--- config.mk ---
export PLATFORM = sky130hd
export DESIGN_NAME = adxl345_spi_responder
export DESIGN_NICKNAME = d
export VERILOG_FILES = /design/src/rtl/adxl345_spi_responder_pkg.sv /design/src/rtl/adxl345_spi_responder_spi_edge_sync.sv /design/src/rtl/adxl345_spi_responder.sv
export SDC_FILE = /design/constraint.sdc
export NUM_CORES = 1
export LEC_CHECK = 0
export BUFFER_PORTS_ARGS = -buffer_cell sky130_fd_sc_hd__buf_2
export CAP_MARGIN = 20
export CORE_MARGIN = 2
export CORE_UTILIZATION = 44
export CTS_CLUSTER_DIAMETER = 30
export DETAILED_ROUTE_END_ITERATION = 12
export GPL_TIMING_DRIVEN = 0
export REMOVE_ABC_BUFFERS = 1
export SYNTH_ARGS = -nofsm -noshare
export SYNTH_HDL_FRONTEND = slang
export SYNTH_SLANG_ARGS = --single-unit
--- constraint.sdc ---
create_clock -name clk -period 2.6 [get_ports clk]
set_input_delay 0.52 -clock clk [delete_from_list [all_inputs] [get_ports clk]]
set_output_delay 0.52 -clock clk [all_outputs]
set_load 0.05 [all_outputs]
--- src/rtl/adxl345_spi_responder_pkg.sv ---
// ---------------------------------------------------------------------------
// adxl345_spi_responder_pkg
// Shared definitions for the ADXL345 SPI responder and the controller that
// talks to it: register addresses, command-byte field positions and the
// responder FSM state type.
// ---------------------------------------------------------------------------
package adxl345_spi_responder_pkg;

  // Register map (6-bit SPI address space)
  localparam logic [5:0] ADDR_DEVID       = 6'h00;
  localparam logic [5:0] ADDR_BW_RATE     = 6'h2C;
  localparam logic [5:0] ADDR_POWER_CTL   = 6'h2D;
  localparam logic [5:0] ADDR_DATA_FORMAT = 6'h31;
  localparam logic [5:0] ADDR_DATAX0      = 6'h32;
  localparam logic [5:0] ADDR_DATAX1      = 6'h33;
  localparam logic [5:0] ADDR_DATAY0      = 6'h34;
  localparam logic [5:0] ADDR_DATAY1      = 6'h35;
  localparam logic [5:0] ADDR_DATAZ0      = 6'h36;
  localparam logic [5:0] ADDR_DATAZ1      = 6'h37;

  // Command byte layout: {rw, mb, addr[5:0]}
  localparam int FRAME_RW_BIT   = 7;
  localparam int FRAME_MB_BIT   = 6;
  localparam int FRAME_ADDR_MSB = 5;

  // POWER_CTL bit that enables measurement
  localparam int POWER_CTL_MEASURE_BIT = 3;

  typedef enum logic [1:0] {
    ST_IDLE,
    ST_CMD,
    ST_DATA,
    ST_DONE
  } spiState_e;

endpackage

--- src/rtl/adxl345_spi_responder_spi_edge_sync.sv ---
// ---------------------------------------------------------------------------
// spi_edge_sync
// Brings one asynchronous SPI line into the clk domain through a STAGES-deep
// flip-flop chain and produces single-cycle rise/fall pulses from the
// synchronized level.
// Ports:
//   clk      in   system clock
//   reset_n  in   asynchronous active-low reset
//   async_i  in   asynchronous input line
//   rise_o   out  1-cycle pulse on synchronized 0->1
//   fall_o   out  1-cycle pulse on synchronized 1->0
// ---------------------------------------------------------------------------
module spi_edge_sync #(
  parameter int   STAGES    = 2,
  parameter logic RESET_VAL = 1'b1
) (
  input  logic clk,
  input  logic reset_n,
  input  logic async_i,
  output logic rise_o,
  output logic fall_o
);

  logic [STAGES-1:0] chain_q;
  logic              prev_q;
  logic              syncLevel;

  assign syncLevel = chain_q[STAGES-1];

  // Chain and previous level both reset to RESET_VAL so that reset release
  // alone never manufactures an edge when the line sits at that level.
  always_ff @(posedge clk or negedge reset_n) begin
    if (!reset_n) begin
      chain_q <= {STAGES{RESET_VAL}};
      prev_q  <= RESET_VAL;
    end else begin
      chain_q <= {chain_q[STAGES-2:0], async_i};
      prev_q  <= syncLevel;
    end
  end

  assign rise_o = syncLevel & ~prev_q;
  assign fall_o = ~syncLevel & prev_q;

endmodule

--- src/rtl/adxl345_spi_responder.sv ---
// ---------------------------------------------------------------------------
// adxl345_spi_responder
// SPI mode-3 slave that emulates the ADXL345 register interface so the
// accelerometer controller can run without a real sensor. Frames are
// {rw, mb, addr[5:0]} followed by one or more data bytes. Axis samples are
// injected on parallel ports; completed write bytes are reported on a strobe.
// Ports:
//   clk, reset_n             system clock, async active-low reset
//   CS, SCLK, MOSI           SPI inputs (asynchronous to clk)
//   MISO                     SPI data out, updated after SCLK falling edges
//   sample_x/y/z, sample_valid  axis sample injection (captured on pulse)
//   reg_wr_stb/addr/data     1-cycle report of each completed write byte
//   measure                  POWER_CTL measure bit
//   frame_err                1-cycle pulse when CS rises on a partial frame
// ---------------------------------------------------------------------------
module adxl345_spi_responder
  import adxl345_spi_responder_pkg::*;
#(
  parameter logic [7:0] DEVID_VAL   = 8'hE5,
  parameter logic [7:0] BW_RATE_RST = 8'h0A,
  parameter int         SYNC_STAGES = 2
) (
  input  logic        clk,
  input  logic        reset_n,
  input  logic        CS,
  input  logic        SCLK,
  input  logic        MOSI,
  output logic        MISO,
  input  logic [15:0] sample_x,
  input  logic [15:0] sample_y,
  input  logic [15:0] sample_z,
  input  logic        sample_valid,
  output logic        reg_wr_stb,
  output logic [5:0]  reg_wr_addr,
  output logic [7:0]  reg_wr_data,
  output logic        measure,
  output logic        frame_err
);

  logic csRise, csFall, sclkRise, sclkFall;
  logic [SYNC_STAGES-1:0] mosiSync_q;
  logic mosiBit;

  spiState_e   state_q;
  logic        armed_q;
  logic [3:0]  bitCnt_q;
  logic [6:0]  cmdSr_q;
  logic [6:0]  rxSr_q;
  logic [7:0]  txSr_q;
  logic [5:0]  ptr_q;
  logic        rw_q;
  logic        mb_q;
  logic        byteDone_q;
  logic        miso_q;
  logic        wrStb_q;
  logic [5:0]  wrAddr_q;
  logic [7:0]  wrData_q;
  logic        frameErr_q;
  logic        measure_q;

  logic [7:0]  bwRate_q, powerCtl_q, dataFormat_q;
  logic [15:0] liveX_q, liveY_q, liveZ_q;
  logic [15:0] shadowX_q, shadowY_q, shadowZ_q;

  logic [7:0]  cmdByte_d;
  logic [7:0]  rxByte_d;
  logic [5:0]  nextPtr_d;
  logic [7:0]  cmdRdData_d;
  logic [7:0]  nextRdData_d;
  logic        frameComplete_d;

  // CS chain resets to 0 (selected): if CS is already low when reset is
  // released no falling edge appears, so no frame starts until CS has gone
  // high and low again. A rise seen right after reset lands in IDLE unarmed.
  spi_edge_sync #(.STAGES(SYNC_STAGES), .RESET_VAL(1'b0)) u_cs_sync (
    .clk     (clk),
    .reset_n (reset_n),
    .async_i (CS),
    .rise_o  (csRise),
    .fall_o  (csFall)
  );

  spi_edge_sync #(.STAGES(SYNC_STAGES), .RESET_VAL(1'b1)) u_sclk_sync (
    .clk     (clk),
    .reset_n (reset_n),
    .async_i (SCLK),
    .rise_o  (sclkRise),
    .fall_o  (sclkFall)
  );

  // MOSI goes through the same depth as SCLK so the bit seen with sclkRise
  // is the one that was on the wire at the SCLK rising edge.
  always_ff @(posedge clk or negedge reset_n) begin
    if (!reset_n) begin
      mosiSync_q <= '0;
    end else begin
      mosiSync_q <= {mosiSync_q[SYNC_STAGES-2:0], MOSI};
    end
  end

  assign mosiBit = mosiSync_q[SYNC_STAGES-1];

  // Read map; axis bytes come from the shadow so a multibyte read is coherent.
  function automatic logic [7:0] regRead(input logic [5:0] addr);
    logic [7:0] val;
    val = 8'h00;
    case (addr)
      ADDR_DEVID:       val = DEVID_VAL;
      ADDR_BW_RATE:     val = bwRate_q;
      ADDR_POWER_CTL:   val = powerCtl_q;
      ADDR_DATA_FORMAT: val = dataFormat_q;
      ADDR_DATAX0:      val = shadowX_q[7:0];
      ADDR_DATAX1:      val = shadowX_q[15:8];
      ADDR_DATAY0:      val = shadowY_q[7:0];
      ADDR_DATAY1:      val = shadowY_q[15:8];
      ADDR_DATAZ0:      val = shadowZ_q[7:0];
      ADDR_DATAZ1:      val = shadowZ_q[15:8];
      default:          val = 8'h00;
    endcase
    return val;
  endfunction

  always_comb begin
    cmdByte_d    = {cmdSr_q, mosiBit};
    rxByte_d     = {rxSr_q, mosiBit};
    nextPtr_d    = ptr_q + 6'd1;
    cmdRdData_d  = regRead(cmdByte_d[FRAME_ADDR_MSB:0]);
    nextRdData_d = regRead(nextPtr_d);
    // A frame is whole when CS rises on a byte boundary after at least one
    // data byte (16 + 8k bits); DONE is only reached after a full byte.
    frameComplete_d = (state_q == ST_DONE) ||
                      ((state_q == ST_DATA) && byteDone_q && (bitCnt_q == 4'd0));
  end

  // Live sample registers follow sample_valid at any time.
  always_ff @(posedge clk or negedge reset_n) begin
    if (!reset_n) begin
      liveX_q <= '0;
      liveY_q <= '0;
      liveZ_q <= '0;
    end else if (sample_valid) begin
      liveX_q <= sample_x;
      liveY_q <= sample_y;
      liveZ_q <= sample_z;
    end
  end

  // Frame FSM, shift registers, register file and write strobe.
  always_ff @(posedge clk or negedge reset_n) begin
    if (!reset_n) begin
      state_q      <= ST_IDLE;
      armed_q      <= 1'b0;
      bitCnt_q     <= '0;
      cmdSr_q      <= '0;
      rxSr_q       <= '0;
      txSr_q       <= '0;
      ptr_q        <= '0;
      rw_q         <= 1'b0;
      mb_q         <= 1'b0;
      byteDone_q   <= 1'b0;
      miso_q       <= 1'b0;
      wrStb_q      <= 1'b0;
      wrAddr_q     <= '0;
      wrData_q     <= '0;
      frameErr_q   <= 1'b0;
      bwRate_q     <= BW_RATE_RST;
      powerCtl_q   <= '0;
      dataFormat_q <= '0;
      shadowX_q    <= '0;
      shadowY_q    <= '0;
      shadowZ_q    <= '0;
    end else begin
      wrStb_q    <= 1'b0;
      frameErr_q <= 1'b0;
      if (csRise) begin
        // Any partial byte is simply dropped; completed bytes were committed.
        if (armed_q && !frameComplete_d) begin
          frameErr_q <= 1'b1;
        end
        state_q  <= ST_IDLE;
        armed_q  <= 1'b0;
        miso_q   <= 1'b0;
        bitCnt_q <= '0;
      end else begin
        unique case (state_q)
          ST_IDLE: begin
            if (csFall) begin
              state_q    <= ST_CMD;
              armed_q    <= 1'b1;
              bitCnt_q   <= '0;
              byteDone_q <= 1'b0;
              miso_q     <= 1'b0;
              shadowX_q  <= liveX_q;
              shadowY_q  <= liveY_q;
              shadowZ_q  <= liveZ_q;
            end
          end
          ST_CMD: begin
            if (sclkRise) begin
              cmdSr_q  <= cmdByte_d[6:0];
              bitCnt_q <= bitCnt_q + 4'd1;
              if (bitCnt_q == 4'd7) begin
                state_q  <= ST_DATA;
                bitCnt_q <= '0;
                rw_q     <= cmdByte_d[FRAME_RW_BIT];
                mb_q     <= cmdByte_d[FRAME_MB_BIT];
                ptr_q    <= cmdByte_d[FRAME_ADDR_MSB:0];
                txSr_q   <= cmdByte_d[FRAME_RW_BIT] ? cmdRdData_d : 8'h00;
              end
            end
          end
          ST_DATA: begin
            if (sclkFall) begin
              miso_q <= txSr_q[7];
              txSr_q <= {txSr_q[6:0], 1'b0};
            end
            if (sclkRise) begin
              rxSr_q   <= rxByte_d[6:0];
              bitCnt_q <= bitCnt_q + 4'd1;
              if (bitCnt_q == 4'd7) begin
                bitCnt_q   <= '0;
                byteDone_q <= 1'b1;
                if (!rw_q) begin
                  // Strobe reports every write byte, even to read-only space.
                  wrStb_q  <= 1'b1;
                  wrAddr_q <= ptr_q;
                  wrData_q <= rxByte_d;
                  case (ptr_q)
                    ADDR_BW_RATE:     bwRate_q     <= rxByte_d;
                    ADDR_POWER_CTL:   powerCtl_q   <= rxByte_d;
                    ADDR_DATA_FORMAT: dataFormat_q <= rxByte_d;
                    default: ;
                  endcase
                end
                if (mb_q) begin
                  ptr_q  <= nextPtr_d;
                  txSr_q <= rw_q ? nextRdData_d : 8'h00;
                end else begin
                  state_q <= ST_DONE;
                  miso_q  <= 1'b0;
                end
              end
            end
          end
          ST_DONE: begin
            miso_q <= 1'b0;
          end
          default: begin
            state_q <= ST_IDLE;
          end
        endcase
      end
    end
  end

  // measure trails POWER_CTL by one clock, i.e. the clock after reg_wr_stb.
  always_ff @(posedge clk or negedge reset_n) begin
    if (!reset_n) begin
      measure_q <= 1'b0;
    end else begin
      measure_q <= powerCtl_q[POWER_CTL_MEASURE_BIT];
    end
  end

  assign MISO        = miso_q;
  assign reg_wr_stb  = wrStb_q;
  assign reg_wr_addr = wrAddr_q;
  assign reg_wr_data = wrData_q;
  assign measure     = measure_q;
  assign frame_err   = frameErr_q;

endmodule

==> impl_metrics.py, run 1 <==
metrics = {
    "run_status": {
        "outcome": "complete, but fails checks",
        "violations": "setup timing",
    },
    "critical_path": {
        "rr_endpoint": "powerCtl_q[3]$_DFFE_PN0P_",
        "cp_num_buf_inv": 2,
        "path_class": "register to register",
        "worstPathRequired_ns": 2.91,
        "crit_path_end_kind": "register",
        "cp-startpoint": "ptr_q[1]$_DFFE_PN0P_",
        "crit_family": "adder cells",
        "reg2regPathDepth": 6,
        "startpoint_type": "register",
        "path_cells": "inv_1 -> ha_1 -> nand2_1 -> nor4_4 -> buf_12 -> mux2_2",
        "rr_startpoint": "ptr_q[1]$_DFFE_PN0P_",
        "cp.arrival_ns": 2.97,
        "cpPeakStageDelay_ns": 0.69,
        "crit_fanout": 12,
        "regToRegSetupSlack_ns": -0.06,
        "cpMaxStageDelayCell": "ha_1",
    },
    "floorplan": {
        "core_area_um2": 20100,
        "die_w_um": 147,
        "start_util_pct": 44.5,
        "fp.dieH_um": 147,
        "die-area_um2": 21500,
        "io_pins": 72,
        "rows": 52,
    },
    "route": {
        "dr.first_iter.drc_count": 579,
        "wire_per_inst_um": 20.0,
        "ant_nets": 0,
        "drc": 0,
        "finalWirelength_um": 22400,
        "via_per_inst": 5.80,
        "vias": 6513,
        "drt-pass1-iter-count": 5,
    },
    "yosys": {
        "ys_seq_elements": 184,
        "synth.most_common_cell": "dfrtp_1",
        "synthTopCellsByCount": "dfrtp_1 (179), mux2_2 (133), nand2_1 (79)",
        "async_flop_share_pct": 100,
        "syn_area_um2": 8940,
        "synthCells": 775,
        "seq_area_frac_synth_pct": 51.6,
        "postSynthAreaPerCell_um2": 11.5,
        "synth.area.top_cells": "dfrtp_1 (50%), mux2_2 (17%), nand2_1 (3.3%)",
        "synth_edf_count": 0,
        "synth_top_area_cell": "dfrtp_1",
        "yosys_warnings": 0,
        "synth_cell_type_count": 62,
        "yosysTopAreaCellShare_pct": 50.1,
        "synth_ff_type": "dfrtp_1",
    },
    "timing": {
        "timing.final.crit_share_pct": 102,
        "min_period_ns": 2.66,
        "tightestPinTransition_ns": 1.13,
        "finalSetupViolCount": 15,
        "relSlewSlack_pct": 24.2,
        "setup_slack_ns": -0.0595,
        "rsz0062_at_grt": "true",
        "slew_viol_final": 0,
        "hold-worst-slack_ns": 0.0160,
        "tns_ns": -0.474,
        "hold_violations": 0,
        "skew_ns": 0.00885,
        "fmax_mhz": 376,
    },
    "global_routing": {
        "grt_pass1_wl_um": 35400,
        "busiest_layer": "met2",
        "use_met2_pct": 34.6,
        "use_met3_pct": 3.69,
        "use_met1_pct": 27.9,
        "grt_pass1_vias": 6593,
        "grt_max_degree": 115,
        "antenna_found_initial": 0,
        "grt_overflow": 0,
        "grtUsageTotal_pct": 21.0,
    },
    "power": {
        "power.leakage_nw": 4.48,
        "vdd_ir_drop_max_uv": 443,
        "p_per_area_nw_per_um2": 847,
    },
    "clock_network": {
        "h-tree-depth": 4,
        "cts.path.max_buffers": 2,
        "cts_tree": "done",
        "cts_sinks": 184,
        "clock_latency_ns": 0.43,
        "clkSlewWorstSetupHoldPaths_ns": 0.07,
        "cts_hold_buffers": 0,
        "numCtsBuffers": 17,
        "cts_root_buf": "clkbuf_16",
    },
    "layout": {
        "syn_to_final_growth_pct": 17.0,
        "final_nets": 909,
        "fin_util_pct": 52.0,
        "layout-drive-gt1-share_pct": 34.8,
        "num_antenna_cells": 0,
    },
    "placement": {
        "gp_congestion": 0.882,
        "dp_hpwl_um": 14800,
        "port_buffers": 71,
    },
    "job": {
        "drv_cap": 0,
    },
    "hold_path": {
        "hold_path.class": "primary input to asynchronous set/reset pin",
    },
}
## state kept, by name, summed over array words and instances, names as in the netlist, 4 cells and up
signal,flops
liveZ_q,16
dataFormat_q,8
reg_wr_addr,6
liveX_q,16
shadowY_q,16
rxSr_q,7
liveY_q,16
bitCnt_q,4
shadowX_q,16
bwRate_q,8
shadowZ_q,16
powerCtl_q,8
txSr_q,8
cmdSr_q,7
ptr_q,6
reg_wr_data,8
## final cells by class
type / instances / area (µm²)
Fill cell: 1765 / 9640
Sequential cell: 184 / 4620
Multi-Input combinational cell: 525 / 4180
Timing Repair Buffer: 90 / 628
Clock buffer: 20 / 457
Tap cell: 270 / 338
Clock inverter: 11 / 159
Inverter: 23 / 86.3
## kinds of logic (layout without fill, tap and decap cells)
family	count (synthesis)	count (layout)	synth area share, %
mux	160	160	20.9
flops	184	184	51.6
fa+ha+maj	14	14	1.96
xor+xnor	2	2	0.196
buf+inv	67	144	3.04
simple gates	185	185	10.4
compound gates	163	164	12.0
## where the power goes
group	switching (mW)	internal, mW	total, mW
combinational	0.854	1.10	1.95
clock	1.15	1.58	2.73
sequential	0.683	3.49	4.17
## worst register-to-register path, stage by stage, from the launching register on
cell and delay [ns]:
dfrtp_1 0.50, inv_1 0.17, ha_1 0.69, nand2_1 0.29, nor4_4 0.37, buf_12 0.18, mux2_2 0.34
## routing by layer
metal / wire (µm) / part of all wire [%]
met5: 0 / 0
met4: 505 / 2.3
met3: 1180 / 5.3
met2: 10800 / 48
met1: 9890 / 44
## how the worst max path moves through the flow
stage | endpoint | depth (start not counted) | slack (ns)
global route | txSr_q[6]$_DFFE_PN0P_ | 7 | -0.09
detailed placement | dataFormat_q[4]$_DFFE_PN0P_ | 7 | -1.18
finish | powerCtl_q[3]$_DFFE_PN0P_ | 6 | -0.06
floorplan | bwRate_q[0]$_DFFE_PN0P_ | 7 | -0.07
global placement | liveZ_q[1]$_DFFE_PN0P_ | 1 | -1.81
CTS | txSr_q[5]$_DFFE_PN0P_ | 7 | 0.01
## placed cells by master (no fill, tap or decap), drive strengths merged, types with 4 or more instances in the layout
cell type	n
o21ai	41
nor2b	7
or3	4
a22oi	21
nor3	11
and2	4
a221oi	5
nand3	10
a31oi	13
dfrtp	179
nor4	9
o22ai	8
inv	29
ha	14
nand2	81
a222oi	5
buf	89
nor2	36
nand2b	10
mux4	8
a21oi	34
o22a	4
clkbuf	21
dfstp	5
nand4b	4
mux2i	19
mux2	133
## metrics by stage
| step | cells | instance area [µm²] | total power [mW] | setup slack (ns) |
|---|---|---|---|---|
| final | 1123 | 10500 | 8.85 | -0.0595 |
| after global routing | 1123 | 10500 | 9.31 | -0.0865 |
| after CTS | 1116 | 10400 | 8.88 | 0.0111 |
| after detailed placement | 1079 | 9590 | 6.12 | -1.18 |
| after global placement | 1072 | 9450 | 5.97 | -1.81 |
| after floorplan | 731 | 8760 | 5.40 | -0.0652 |
## what timing repair did
item | CTS | global route
hold endpoints to repair | 0 | 0
cloned | 0 | 1
resized for setup | 15 | 9
setup buffers | 6 | 4
setup endpoints to repair | 47 | 30
pin swaps | 4 | 2
(Power assumes the default switching activity.)
==> run 2: changes to the inputs <==
--- a/config.mk
+++ b/config.mk
@@ -12,6 +12,7 @@
 export CTS_CLUSTER_DIAMETER = 30
 export DETAILED_ROUTE_END_ITERATION = 12
 export GPL_TIMING_DRIVEN = 0
+export HOLD_SLACK_MARGIN = 0.15
 export REMOVE_ABC_BUFFERS = 1
 export SYNTH_ARGS = -nofsm -noshare
 export SYNTH_HDL_FRONTEND = slang
==> run 2 against run 1 <==
Effect of this change: sequential power about the same; critical path type unchanged; clock power barely moved; the flow still finishes with violations (setup timing); setup slack better by 0.027 ns; design area barely moved; highest routed layer unchanged; fmax up 1.0%; non-clock buffer count up 1; sequential share of layout area is essentially flat.
==> impl_metrics.py, run 2 (synthesis gave the netlist of run 1 again) <==
metrics = {
    "run_status": {
        "outcome": "complete, but fails checks",
        "violations": "setup timing",
    },
    "timing": {
        "relSlewSlack_pct": 25.6,
        "rsz0062_at_grt": "true",
        "finalSetupViolCount": 7,
        "fmax_mhz": 380,
        "skew_ns": 0.00814,
        "slew_viol_final": 0,
        "min_period_ns": 2.63,
        "hold_violations": 0,
        "setup_slack_ns": -0.0322,
        "tightestPinTransition_ns": 1.11,
        "hold-worst-slack_ns": 0.188,
        "timing.final.crit_share_pct": 101,
    },
    "hold_path": {
        "whs_path_depth": 1,
        "hp-start": "SCLK",
        "hold_path.class": "primary input to register",
        "whs_endpoint": "u_sclk_sync.chain_q[0]$_DFF_PN1_",
    },
    "clock_network": {
        "cts_sinks": 184,
        "h-tree-depth": 4,
        "cts_root_buf": "clkbuf_16",
        "clkSlewWorstSetupHoldPaths_ns": 0.07,
        "cts_tree": "done",
        "clock_latency_ns": 0.43,
        "numCtsBuffers": 17,
        "cts.path.max_buffers": 2,
    },
    "layout": {
        "final_area_um2": 10500,
        "layout_commonest_cell": "dfrtp_1",
        "finalNonFillerCells": 1124,
        "final_nets": 910,
        "syn_to_final_growth_pct": 17.1,
        "layout-drive-gt1-share_pct": 34.8,
        "num_antenna_cells": 0,
        "final_cell_mix": "dfrtp_1 (174), mux2_2 (133), nand2_1 (78)",
    },
    "critical_path": {
        "startpoint_type": "register",
        "cp.arrival_ns": 2.95,
        "reg2regPathDepth": 6,
        "rr_startpoint": "ptr_q[1]$_DFFE_PN0P_",
        "worstPathRequired_ns": 2.92,
        "crit_path_end_kind": "register",
        "regToRegSetupSlack_ns": -0.03,
        "rr_endpoint": "powerCtl_q[3]$_DFFE_PN0P_",
        "crit_fanout": 12,
        "path_class": "register to register",
    },
    "route": {
        "via_per_inst": 5.81,
        "dr.first_iter.drc_count": 572,
        "vias": 6533,
        "drc": 0,
        "drt-pass1-iter-count": 5,
        "ant_nets": 0,
        "finalWirelength_um": 22400,
        "wire_per_inst_um": 19.9,
    },
    "job": {
        "drv_cap": 0,
    },
    "power": {
        "p_per_area_nw_per_um2": 845,
        "vdd_ir_drop_max_uv": 442,
        "power.leakage_nw": 4.48,
    },
    "floorplan": {
        "die-area_um2": 21500,
        "fp.dieH_um": 147,
        "die_w_um": 147,
        "rows": 52,
        "core_area_um2": 20100,
        "start_util_pct": 44.5,
        "io_pins": 72,
    },
    "global_routing": {
        "grt_pass1_wl_um": 35400,
        "grt_pass1_vias": 6593,
        "grt_overflow": 0,
        "grtUsageTotal_pct": 21.0,
        "antenna_found_initial": 0,
        "grt_max_degree": 115,
    },
    "placement": {
        "place_area_um2": 9590,
        "dp_hpwl_um": 14800,
        "port_buffers": 71,
        "gp_congestion": 0.882,
        "place_inst": 1079,
    },
}
run 2: worst max-delay path, cell delays in order, from the launching register on:
cell	delay [ns]
dfrtp_1	0.50
inv_1	0.16
ha_1	0.67
nand2_1	0.29
nor4_4	0.37
buf_12	0.18
mux2_2	0.33
run 2: final cells by class:
cell class / instances / area [µm²]
Clock buffer: 20 / 457
Clock inverter: 11 / 159
Fill cell: 1764 / 9630
Inverter: 23 / 86.3
Multi-Input combinational cell: 525 / 4180
Sequential cell: 184 / 4620
Tap cell: 270 / 338
Timing Repair Buffer: 91 / 638
run 2: worst max path at each step:
stage                      startpoint                          end  slack [ns]  cells after the start
5_1_grt          ptr_q[0]$_DFFE_PN0P_        txSr_q[6]$_DFFE_PN0P_       -0.09                      7
3_3_place_gp                  reset_n       liveZ_q[1]$_DFFE_PN0P_       -1.81                      1
3_5_place_dp   state_q[0]$_DFFE_PN0P_  dataFormat_q[4]$_DFFE_PN0P_       -1.18                      7
2_1_floorplan  state_q[0]$_DFFE_PN0P_      bwRate_q[0]$_DFFE_PN0P_       -0.07                      7
6_report         ptr_q[1]$_DFFE_PN0P_    powerCtl_q[3]$_DFFE_PN0P_       -0.03                      6
4_1_cts        state_q[1]$_DFFE_PN0P_        txSr_q[5]$_DFFE_PN0P_        0.01                      7
run 2: metrics by stage:
| stage | power [mW] | util (%) | worst slack, ns | TNS, ns |
|---|---|---|---|---|
| after floorplan | 5.40 | - | -0.0652 | -1.27 |
| after global placement | 5.97 | 47.0 | -1.81 | -380.88 |
| after detailed placement | 6.12 | 47.7 | -1.18 | -38.60 |
| after CTS | 8.88 | 51.6 | 0.0111 | 0 |
| after global routing | 9.31 | 52.1 | -0.0865 | -1.08 |
| final | 8.85 | 52.1 | -0.0322 | -0.158 |
run 2: routing by layer:
layer	track usage [%]	wire, µm
met1	27.9	9740
met2	34.6	10800
met3	3.66	1280
met4	8.01	549
met5	0	0
run 2: what timing repair did:
item                                    4_1_cts  5_1_grt
gates cloned                                  0        1
gates resized for setup                      15        9
hold endpoints to repair                     66        0
hold buffers                                  1        0
endpoints found under the setup margin       47       30
setup buffers                                 6        4
pin swaps                                     4        2
run 2: where the power goes:
group	switching, mW	internal [mW]
logic	0.850	1.10
registers	0.676	3.49
clock network	1.15	1.58
==> run 3: changes to the inputs <==
--- a/config.mk
+++ b/config.mk
@@ -5,6 +5,7 @@
 export SDC_FILE = /design/constraint.sdc
 export NUM_CORES = 1
 export LEC_CHECK = 0
+export ABC_AREA = 1
 export BUFFER_PORTS_ARGS = -buffer_cell sky130_fd_sc_hd__buf_2
 export CAP_MARGIN = 20
 export CORE_MARGIN = 2
==> run 3 against run 2 <==
Effect of this change: the flow now finishes without violations; synthesized cell count increased by 42%; worst hold slack worse by 0.021 ns; setup slack improved by 0.19 ns; power is 0.10% higher; largest power group unchanged.
==> impl_metrics.py, run 3 <==
metrics = {
    "layout": {
        "syn_to_final_growth_pct": 14.8,
        "finalNonFillerCells": 1450,
        "final_cell_mix": "nand2_1 (366), dfrtp_1 (178), o21ai_0 (174)",
        "final_area_um2": 10200,
        "layout_commonest_cell": "nand2_1",
        "fillCellCount": 1984,
        "layout-drive-gt1-share_pct": 14.0,
        "final_nets": 1240,
        "num_antenna_cells": 0,
    },
    "critical_path": {
        "crit_path_end_kind": "register",
        "worstPathRequired_ns": 2.95,
        "cp.arrival_ns": 2.79,
        "crit_fanout": 9,
        "startpoint_type": "register",
        "path_class": "register to register",
    },
    "route": {
        "via_per_inst": 5.06,
        "finalWirelength_um": 21800,
        "drt-pass1-iter-count": 6,
        "drc": 0,
        "dr.first_iter.drc_count": 570,
        "ant_nets": 0,
        "vias": 7339,
        "wire_per_inst_um": 15.0,
    },
    "floorplan": {
        "io_pins": 72,
        "start_util_pct": 45.2,
        "rows": 51,
        "fp.dieH_um": 146,
        "core_area_um2": 19700,
        "die_w_um": 146,
        "die-area_um2": 21300,
    },
    "power": {
        "vdd_ir_drop_max_uv": 469,
        "p_per_area_nw_per_um2": 869,
        "power.leakage_nw": 5.04,
    },
    "placement": {
        "port_buffers": 71,
        "place_area_um2": 9510,
        "gp_congestion": 0.892,
        "place_inst": 1410,
        "dp_hpwl_um": 14900,
    },
    "yosys": {
        "yosys_warnings": 0,
        "yosysTopAreaCellShare_pct": 50.4,
        "synthCells": 1104,
        "synth.most_common_cell": "nand2_1",
        "synth_top_area_cell": "dfrtp_1",
        "async_flop_share_pct": 100,
        "postSynthAreaPerCell_um2": 8.04,
        "synth_cell_type_count": 41,
        "synth_ff_type": "dfrtp_1",
        "synthTopCellsByCount": "nand2_1 (368), dfrtp_1 (179), o21ai_0 (175)",
        "synth_edf_count": 0,
        "seq_area_frac_synth_pct": 51.9,
        "syn_area_um2": 8880,
        "synth.area.top_cells": "dfrtp_1 (50%), nand2_1 (16%), o21ai_0 (9.9%)",
        "ys_seq_elements": 184,
    },
    "job": {
        "drv_cap": 0,
    },
    "clock_network": {
        "clock_latency_ns": 0.44,
        "h-tree-depth": 4,
        "cts.path.max_buffers": 2,
        "cts_root_buf": "clkbuf_16",
        "numCtsBuffers": 17,
        "clkSlewWorstSetupHoldPaths_ns": 0.07,
        "cts_tree": "done",
        "cts_hold_buffers": 0,
        "cts_sinks": 184,
    },
    "timing": {
        "timing.final.crit_share_pct": 93.8,
        "relSlewSlack_pct": 39.4,
        "hold_violations": 0,
        "skew_ns": 0.0182,
        "tightestPinTransition_ns": 0.905,
        "fmax_mhz": 410,
        "min_period_ns": 2.44,
        "slew_viol_final": 0,
        "finalSetupViolCount": 0,
    },
    "run_status": {
        "outcome": "completed",
    },
    "hold_path": {
        "hold_path.class": "primary input to asynchronous set/reset pin",
    },
    "global_routing": {
        "grtUsageTotal_pct": 21.2,
        "grt_overflow": 0,
        "grt_max_degree": 116,
        "antenna_found_initial": 0,
        "grt_pass1_wl_um": 36100,
        "grt_pass1_vias": 6859,
    },
}
==> run 3: layout make-up <==
cell class	instances	area, µm²	share of cell area [%]
flip-flops and latches	184	4610	45.3
multi-input cells	771	3740	36.7
repair buffers	83	517	5.07
inverters	115	435	4.27
clock buffers	18	429	4.21
well taps	265	332	3.25
clock inverters	14	125	1.23
==> run 3: cells by family after synthesis <==
| family | after synthesis | share of synthesized area, % |
|---|---|---|
| flip-flops | 184 | 51.9 |
| multiplexers | 8 | 0.916 |
| AO/OA/AOI/OAI | 225 | 13.4 |
| buffers and inverters | 149 | 6.54 |
| AND/OR/NAND/NOR | 523 | 25.2 |
| XOR/XNOR | 1 | 0.0987 |
| adder cells (fa/ha/maj) | 14 | 1.97 |
==> run 3: path summary, 6_finish.rpt <==
path,startpoint,to,slack (ns),cells after the start
setup / recovery,ptr_q[1]$_DFFE_PN0P_,txSr_q[6]$_DFFE_PN0P_,0.16,12
hold / removal,reset_n,reg_wr_data[4]$_DFFE_PN0P_,0.17,1
setup reg to reg,ptr_q[1]$_DFFE_PN0P_,txSr_q[6]$_DFFE_PN0P_,0.16,12
hold reg to reg,u_cs_sync.chain_q[0]$_DFF_PN0_,u_cs_sync.chain_q[1]$_DFF_PN0_,0.35,0
max in group asynchronous,reset_n,bwRate_q[1]$_DFFE_PN1P_,1.57,2
min in group clk,SCLK,u_sclk_sync.chain_q[0]$_DFF_PN1_,0.19,1
==> run 3: routing by layer <==
layer	vias up	part of all wire (%)	track usage, %	wire, µm
met5	-	0	0	0
met4	0	1.6	5.97	342
met3	31	6.0	4.06	1310
met2	223	44	31.6	9600
met1	3414	48	31.6	10600
li1	3671	-	-	-
==> run 3: per-stage QoR <==
step | utilization (%) | setup slack, ns | hold slack (ns) | total power [mW] | setup TNS [ns]
4_1_cts | 51.4 | 0.0217 | 0.171 | 8.87 | 0
5_1_grt | 51.9 | -0.0162 | 0.172 | 9.46 | -0.0162
3_3_place_gp | 47.9 | -2.05 | 0.334 | 6.26 | -409.00
6_report | 51.9 | 0.161 | 0.167 | 8.86 | 0
2_1_floorplan | - | 0.00364 | 0.224 | 5.52 | 0
3_5_place_dp | 48.4 | -0.720 | 0.342 | 6.35 | -8.16
==> run 3: power breakdown <==
| part | internal (mW) | switching [mW] | total (mW) |
|---|---|---|---|
| clock network | 1.33 | 1.17 | 2.50 |
| logic | 0.749 | 1.54 | 2.29 |
| registers | 3.50 | 0.566 | 4.07 |
==> run 3: timing repair <==
| item | 4_1_cts | 5_1_grt |
|---|---|---|
| setup buffers | 1 | 7 |
| endpoints found under the setup margin | 38 | 30 |
| pin swaps | 1 | 2 |
| resized for setup | 5 | 7 |
==> run 3: worst max-delay path, stage by stage (launching register included) <==
cell and delay (ns):
dfrtp_1 0.48, ha_1 0.29, inv_1 0.10, nand2_1 0.06, nand2_1 0.16, nand3_1 0.13, nor2_2 0.50, nor2_2 0.09
nand3_2 0.10, nor2_2 0.06, nor2_8 0.16, nand2_1 0.08, a21oi_1 0.13
